--- src/rtl/uart_pkg.sv ---
// Shared UART definitions: receiver state encoding, default baud divisor and
// ASCII codes the command decoder matches against.
package uart_pkg;

  typedef enum logic [1:0] {
    RX_IDLE  = 2'd0,
    RX_START = 2'd1,
    RX_DATA  = 2'd2,
    RX_STOP  = 2'd3
  } rx_state_e;

  // 12 MHz / 115200 baud
  localparam int RX_CLKS_PER_BIT_DEF = 104;

  localparam logic [7:0] ASCII_0  = 8'h30;
  localparam logic [7:0] ASCII_5  = 8'h35;
  localparam logic [7:0] ASCII_9  = 8'h39;
  localparam logic [7:0] ASCII_CR = 8'h0D;
  localparam logic [7:0] ASCII_A  = 8'h61;
  localparam logic [7:0] ASCII_L  = 8'h6C;
  localparam logic [7:0] ASCII_AT = 8'h40;

endpackage

--- src/rtl/uart_rx_deser_sync2.sv ---
// Two-flop synchronizer for a single asynchronous input; both flops reset to
// RST_VAL so an idle line does not look like an edge after reset.
module sync2 #(
  parameter logic RST_VAL = 1'b1
) (
  input  logic clk,
  input  logic rst,
  input  logic d,
  output logic q
);

  logic meta;

  always_ff @(posedge clk or negedge rst) begin
    if (!rst) begin
      meta <= RST_VAL;
      q    <= RST_VAL;
    end else begin
      meta <= d;
      q    <= meta;
    end
  end

endmodule

--- src/rtl/uart_rx_deser.sv ---
// 8N1 UART receiver: oversamples rxd, samples each bit at its midpoint and
// emits each good byte with a one-cycle ready strobe (framing errors likewise).
module uart_rx_deser
  import uart_pkg::*;
#(
  parameter int CLKS_PER_BIT = RX_CLKS_PER_BIT_DEF,
  parameter int CNT_W        = 16
) (
  input  logic       clk,
  input  logic       rst,
  input  logic       rxd,
  output logic [7:0] bu_rx_data,
  output logic       bu_rx_data_rdy,
  output logic       rx_frame_err,
  output logic       rx_busy
);

  localparam logic [CNT_W-1:0] HALF_LOAD = CNT_W'(CLKS_PER_BIT / 2 - 1);
  localparam logic [CNT_W-1:0] BIT_LOAD  = CNT_W'(CLKS_PER_BIT - 1);

  rx_state_e        state, state_n;
  logic [CNT_W-1:0] cnt, cnt_n;
  logic [2:0]       bit_idx, bit_idx_n;
  logic [7:0]       shreg, shreg_n;
  logic [7:0]       data_n;
  logic             rdy_n, err_n;
  logic             rx_s, rx_prev;
  logic             cnt_zero;

  sync2 #(.RST_VAL(1'b1)) u_sync_rxd (
    .clk (clk),
    .rst (rst),
    .d   (rxd),
    .q   (rx_s)
  );

  always_ff @(posedge clk or negedge rst) begin
    if (!rst) begin
      state          <= RX_IDLE;
      cnt            <= '0;
      bit_idx        <= '0;
      shreg          <= '0;
      bu_rx_data     <= 8'h00;
      bu_rx_data_rdy <= 1'b0;
      rx_frame_err   <= 1'b0;
      rx_prev        <= 1'b1;
    end else begin
      state          <= state_n;
      cnt            <= cnt_n;
      bit_idx        <= bit_idx_n;
      shreg          <= shreg_n;
      bu_rx_data     <= data_n;
      bu_rx_data_rdy <= rdy_n;
      rx_frame_err   <= err_n;
      rx_prev        <= rx_s;
    end
  end

  assign cnt_zero = (cnt == '0);

  always_comb begin
    state_n   = state;
    cnt_n     = cnt;
    bit_idx_n = bit_idx;
    shreg_n   = shreg;
    data_n    = bu_rx_data;
    rdy_n     = 1'b0;
    err_n     = 1'b0;
    case (state)
      RX_IDLE: begin
        // Only a genuine 1->0 transition starts a frame; a stuck-low line does not.
        if (rx_prev && !rx_s) begin
          state_n = RX_START;
          cnt_n   = HALF_LOAD;
        end
      end
      RX_START: begin
        if (cnt_zero) begin
          if (!rx_s) begin
            state_n   = RX_DATA;
            cnt_n     = BIT_LOAD;
            bit_idx_n = 3'd0;
          end else begin
            state_n = RX_IDLE;
          end
        end else begin
          cnt_n = cnt - CNT_W'(1);
        end
      end
      RX_DATA: begin
        if (cnt_zero) begin
          shreg_n   = {rx_s, shreg[7:1]};
          cnt_n     = BIT_LOAD;
          bit_idx_n = bit_idx + 3'd1;
          if (bit_idx == 3'd7) state_n = RX_STOP;
        end else begin
          cnt_n = cnt - CNT_W'(1);
        end
      end
      RX_STOP: begin
        if (cnt_zero) begin
          if (rx_s) begin
            data_n = shreg;
            rdy_n  = 1'b1;
          end else begin
            err_n = 1'b1;
          end
          state_n = RX_IDLE;
        end else begin
          cnt_n = cnt - CNT_W'(1);
        end
      end
      default: state_n = RX_IDLE;
    endcase
  end

  assign rx_busy = (state != RX_IDLE);

endmodule

--- config.mk ---
export PLATFORM = sky130hd
export DESIGN_NAME = uart_rx_deser
export DESIGN_NICKNAME = d
export VERILOG_FILES = /design/src/rtl/uart_pkg.sv /design/src/rtl/uart_rx_deser_sync2.sv /design/src/rtl/uart_rx_deser.sv
export SDC_FILE = /design/constraint.sdc
export NUM_CORES = 1
export LEC_CHECK = 0
export ABC_CLOCK_PERIOD_IN_PS = 2200
export CAP_MARGIN = 30
export CORE_ASPECT_RATIO = 1.2
export CORE_MARGIN = 4
export CORE_UTILIZATION = 55
export DETAILED_ROUTE_END_ITERATION = 16
export DONT_BUFFER_PORTS = 1
export PLACE_DENSITY = 0.8
export SYNTH_ARGS = -nofsm -noshare
export SYNTH_HDL_FRONTEND = slang
export SYNTH_SLANG_ARGS = --single-unit
--- constraint.sdc ---
create_clock -name clk -period 2.2 [get_ports clk]
set_input_delay 0.44 -clock clk [delete_from_list [all_inputs] [get_ports clk]]
set_output_delay 0.44 -clock clk [all_outputs]
set_load 0.05 [all_outputs]
==> impl_metrics.tcl <==
set metrics [dict create \
    yosysSeqAreaShare 0.471 \
    grt_pass1_wl_um 7380 \
    rows 25 \
    placedCellCount 261 \
    rsz0062_at_grt "false" \
    chipHeight_um 77.9 \
    critPathLaunch "cnt[1]" \
    yosysTopAreaCellShare 0.436 \
    layout_min_cycle_time_ns 2.04 \
    synthFlopType "dfrtp_1" \
    p_int_mw 1.74 \
    clk_path_buf_depth 2 \
    wl_met2_um 2200 \
    async_flop_share 1.00 \
    clock_skew_ns 0.00403 \
    num_io_pins 14 \
    drc_errors 0 \
    synth.net_count 207 \
    antenna_left 0 \
    diodes 0 \
    hp-class "in -> reg" \
    viasPerCell 5.85 \
    min_period_over_period 0.926 \
    design.die.area_um2 5160 \
    core_um2 3940 \
    crit_chain "inv_1 > ha_1 > nor3b_2 > and4_1 > a21oi_1 > buf_4 > a21o_1 > a21o_1" \
    clk_pin_slew_ns 0.08 \
    crit_fanout 6 \
    routed_wl_um 4270 \
    pwr-share-seq 0.346 \
    yosysTopAreaCell "dfrtp_1" \
    instances_no_fill 272 \
    yosys_warnings 0 \
    finalNetCount 228 \
    antenna_found_initial 0 \
    status "completed" \
    grt_pass1_vias 1604 \
    fillCellCount 324 \
    crit_path_end_kind "register" \
    syn_area_per_cell_um2 11.4 \
    max_freq_ghz 0.491 \
    cts_buffers 5 \
    p_leak_nw 1.14 \
    first_pass_iters 4 \
    vias 1592 \
    setup.worst_path.class "reg -> reg" \
    worst_slew_pin_slew_ns 0.547 \
    relSlewSlack 0.634 \
    io_buffers 0 \
    syn2layout_area_growth_pct 12.7 \
    crit_arrival_ns 2.22 \
    synth_common_cells "39 x dfrtp_1, 21 x nor2_1, 11 x nand2_1" \
    power_per_cell_area_nw_per_um2 1170 \
    swShare 0.412 \
    critPathTopFamily "simple AND/OR/NAND/NOR gates" \
    post_dp_cell_area_um2 2380 \
    p_clk_frac 0.170 \
    cts_tree "done" \
    wl_met1_um 1870 \
    multiInputGateArea_um2 1140 \
    maxSlewViolCount 0 \
    crit_top_cell "a21o_1" \
    ys_types 53 \
    drt-initial-drc-count 56 \
    grt_use_total 0.184 \
    overflow 0 \
    hold_viol 0 \
    synth.most_common_cell "dfrtp_1" \
    final_layout_size_suffix_gt1_frac 0.266 \
    combPwrFrac 0.484 \
    synth-edff-count 0 \
    crit_slowest_cell "and4_1" \
    wl_per_cell_um 15.7 \
    min_from "rxd" \
    cpPeakStageDelay_ns 0.39 \
    start_util 0.568 \
    cap_violations 0 \
    cts_sinks 42 \
    postLayoutCellArea_um2 2520 \
    yosys-top-cells-area "dfrtp_1 44%, mux2_4 5.4%, ha_1 4.5%" \
    setup_violations 0 \
    fp.dieW_um 66.3 \
    syn_inst 196 \
    whs_ns 0.144 \
    top_layer "met4" \
    root_buffer "clkbuf_8" \
    p_switching_mw 1.22 \
    worstSkewPairLatency_ns 0.29 \
    ir_drop_mv 0.503 \
    syn_area_um2 2240 \
    place.gp.congestion 0.834 \
    grt_max_degree 43 \
    cp-start-kind "register" \
    ys_ff_latch 42 \
    met3WireLength_um 149 \
    reg2reg_from "cnt[1]" \
    hpwl_um 3090 \
    required_ns 2.39 \
    crit_buf_inv 2 \
    h-tree-depth 2 \
    seq_area_um2 1050 \
]
-- routing by layer --
layer,vias to the layer above,global-route usage
li1,765,-
met1,790,0.225
met2,30,0.317
met3,7,0.0449
met4,0,0.0549
met5,-,0
-- per-stage QoR --
stage               setup slack (ns)  setup TNS [ns]  total power, mW  utilization
detailed placement          -0.00191        -0.00191             2.41        0.605
floorplan                      0.129               0             1.99            -
CTS                           0.0607               0             2.94        0.637
global route                 0.00925               0             3.15        0.641
finish                         0.163               0             2.95        0.641
global placement              0.0511               0             2.39        0.605
-- worst paths after layout --
| check | to | slack (ns) | depth (start not counted) |
|---|---|---|---|
| worst max-delay path | cnt[9] | 0.16 | 8 |
| worst min-delay path | u_sync_rxd.meta | 0.14 | 0 |
| worst max register to register | cnt[9] | 0.16 | 8 |
| worst min register to register | u_sync_rxd.q | 0.36 | 0 |
| max in group asynchronous | u_sync_rxd.meta | 1.33 | 2 |
| min in group asynchronous | cnt[9] | 0.61 | 2 |
-- logic make-up after synthesis --
family,Yosys count,synth area share
AND/OR/NAND/NOR,74,0.211
flip-flops,42,0.471
AO/OA/AOI/OAI,41,0.132
multiplexers,19,0.107
buffers and inverters,10,0.0263
adder cells (fa/ha/maj),8,0.0447
XOR/XNOR,2,0.00782
-- state kept, by name (all words and copies together) (netlist names), named ones only --
signal           count
bit_idx              3
bu_rx_data           8
bu_rx_data_rdy       1
cnt                 16
rx_frame_err         1
rx_prev              1
shreg                8
state                1
u_sync_rxd.meta      1
u_sync_rxd.q         1
-- worst reg2reg max path, cell delays in order (launching register included) --
cell and delay [ns]:
dfrtp_1 0.38, inv_1 0.07, ha_1 0.19, nor3b_2 0.26, and4_1 0.39, a21oi_1 0.16, buf_4 0.18, a21o_1 0.15
a21o_1 0.16
-- timing repair --
action | CTS | global route
pin swaps | 1 | 0
hold buffers | 2 | 0
setup buffers | 1 | 0
endpoints found under the hold margin | 42 | 0
setup endpoints to repair | 8 | 36
gates resized for setup | 0 | 2
-- placed cells by master, fill, tap and decap left out, types with 6 or more instances in the layout --
cell type / n
dfrtp_1: 39
nor2_1: 21
buf_4: 16
nand2_1: 11
mux2_4: 8
a21oi_1: 8
o21ai_0: 8
ha_1: 8
mux2_2: 7
inv_1: 6
nand3_1: 6
nor3_1: 6
clkbuf_8: 6
-- power by group through the flow --
| stage | clock (mW) | combinational (mW) | sequential (mW) |
|---|---|---|---|
| after floorplan | 0 | 0.964 | 1.02 |
| after global routing | 0.539 | 1.58 | 1.04 |
| after detailed placement | 0 | 1.38 | 1.03 |
| after global placement | 0 | 1.36 | 1.03 |
| after CTS | 0.513 | 1.41 | 1.02 |
| final | 0.501 | 1.43 | 1.02 |
-- final cells by class --
class                           count  share of cell area
Tap cell                           54              0.0268
Clock buffer                        7              0.0342
Sequential cell                    42               0.418
Multi-Input combinational cell    144               0.451
Timing Repair Buffer               18              0.0595
Inverter                            6             0.00892
Clock inverter                      1             0.00198
Note: power is estimated with default switching activity, not from simulation.
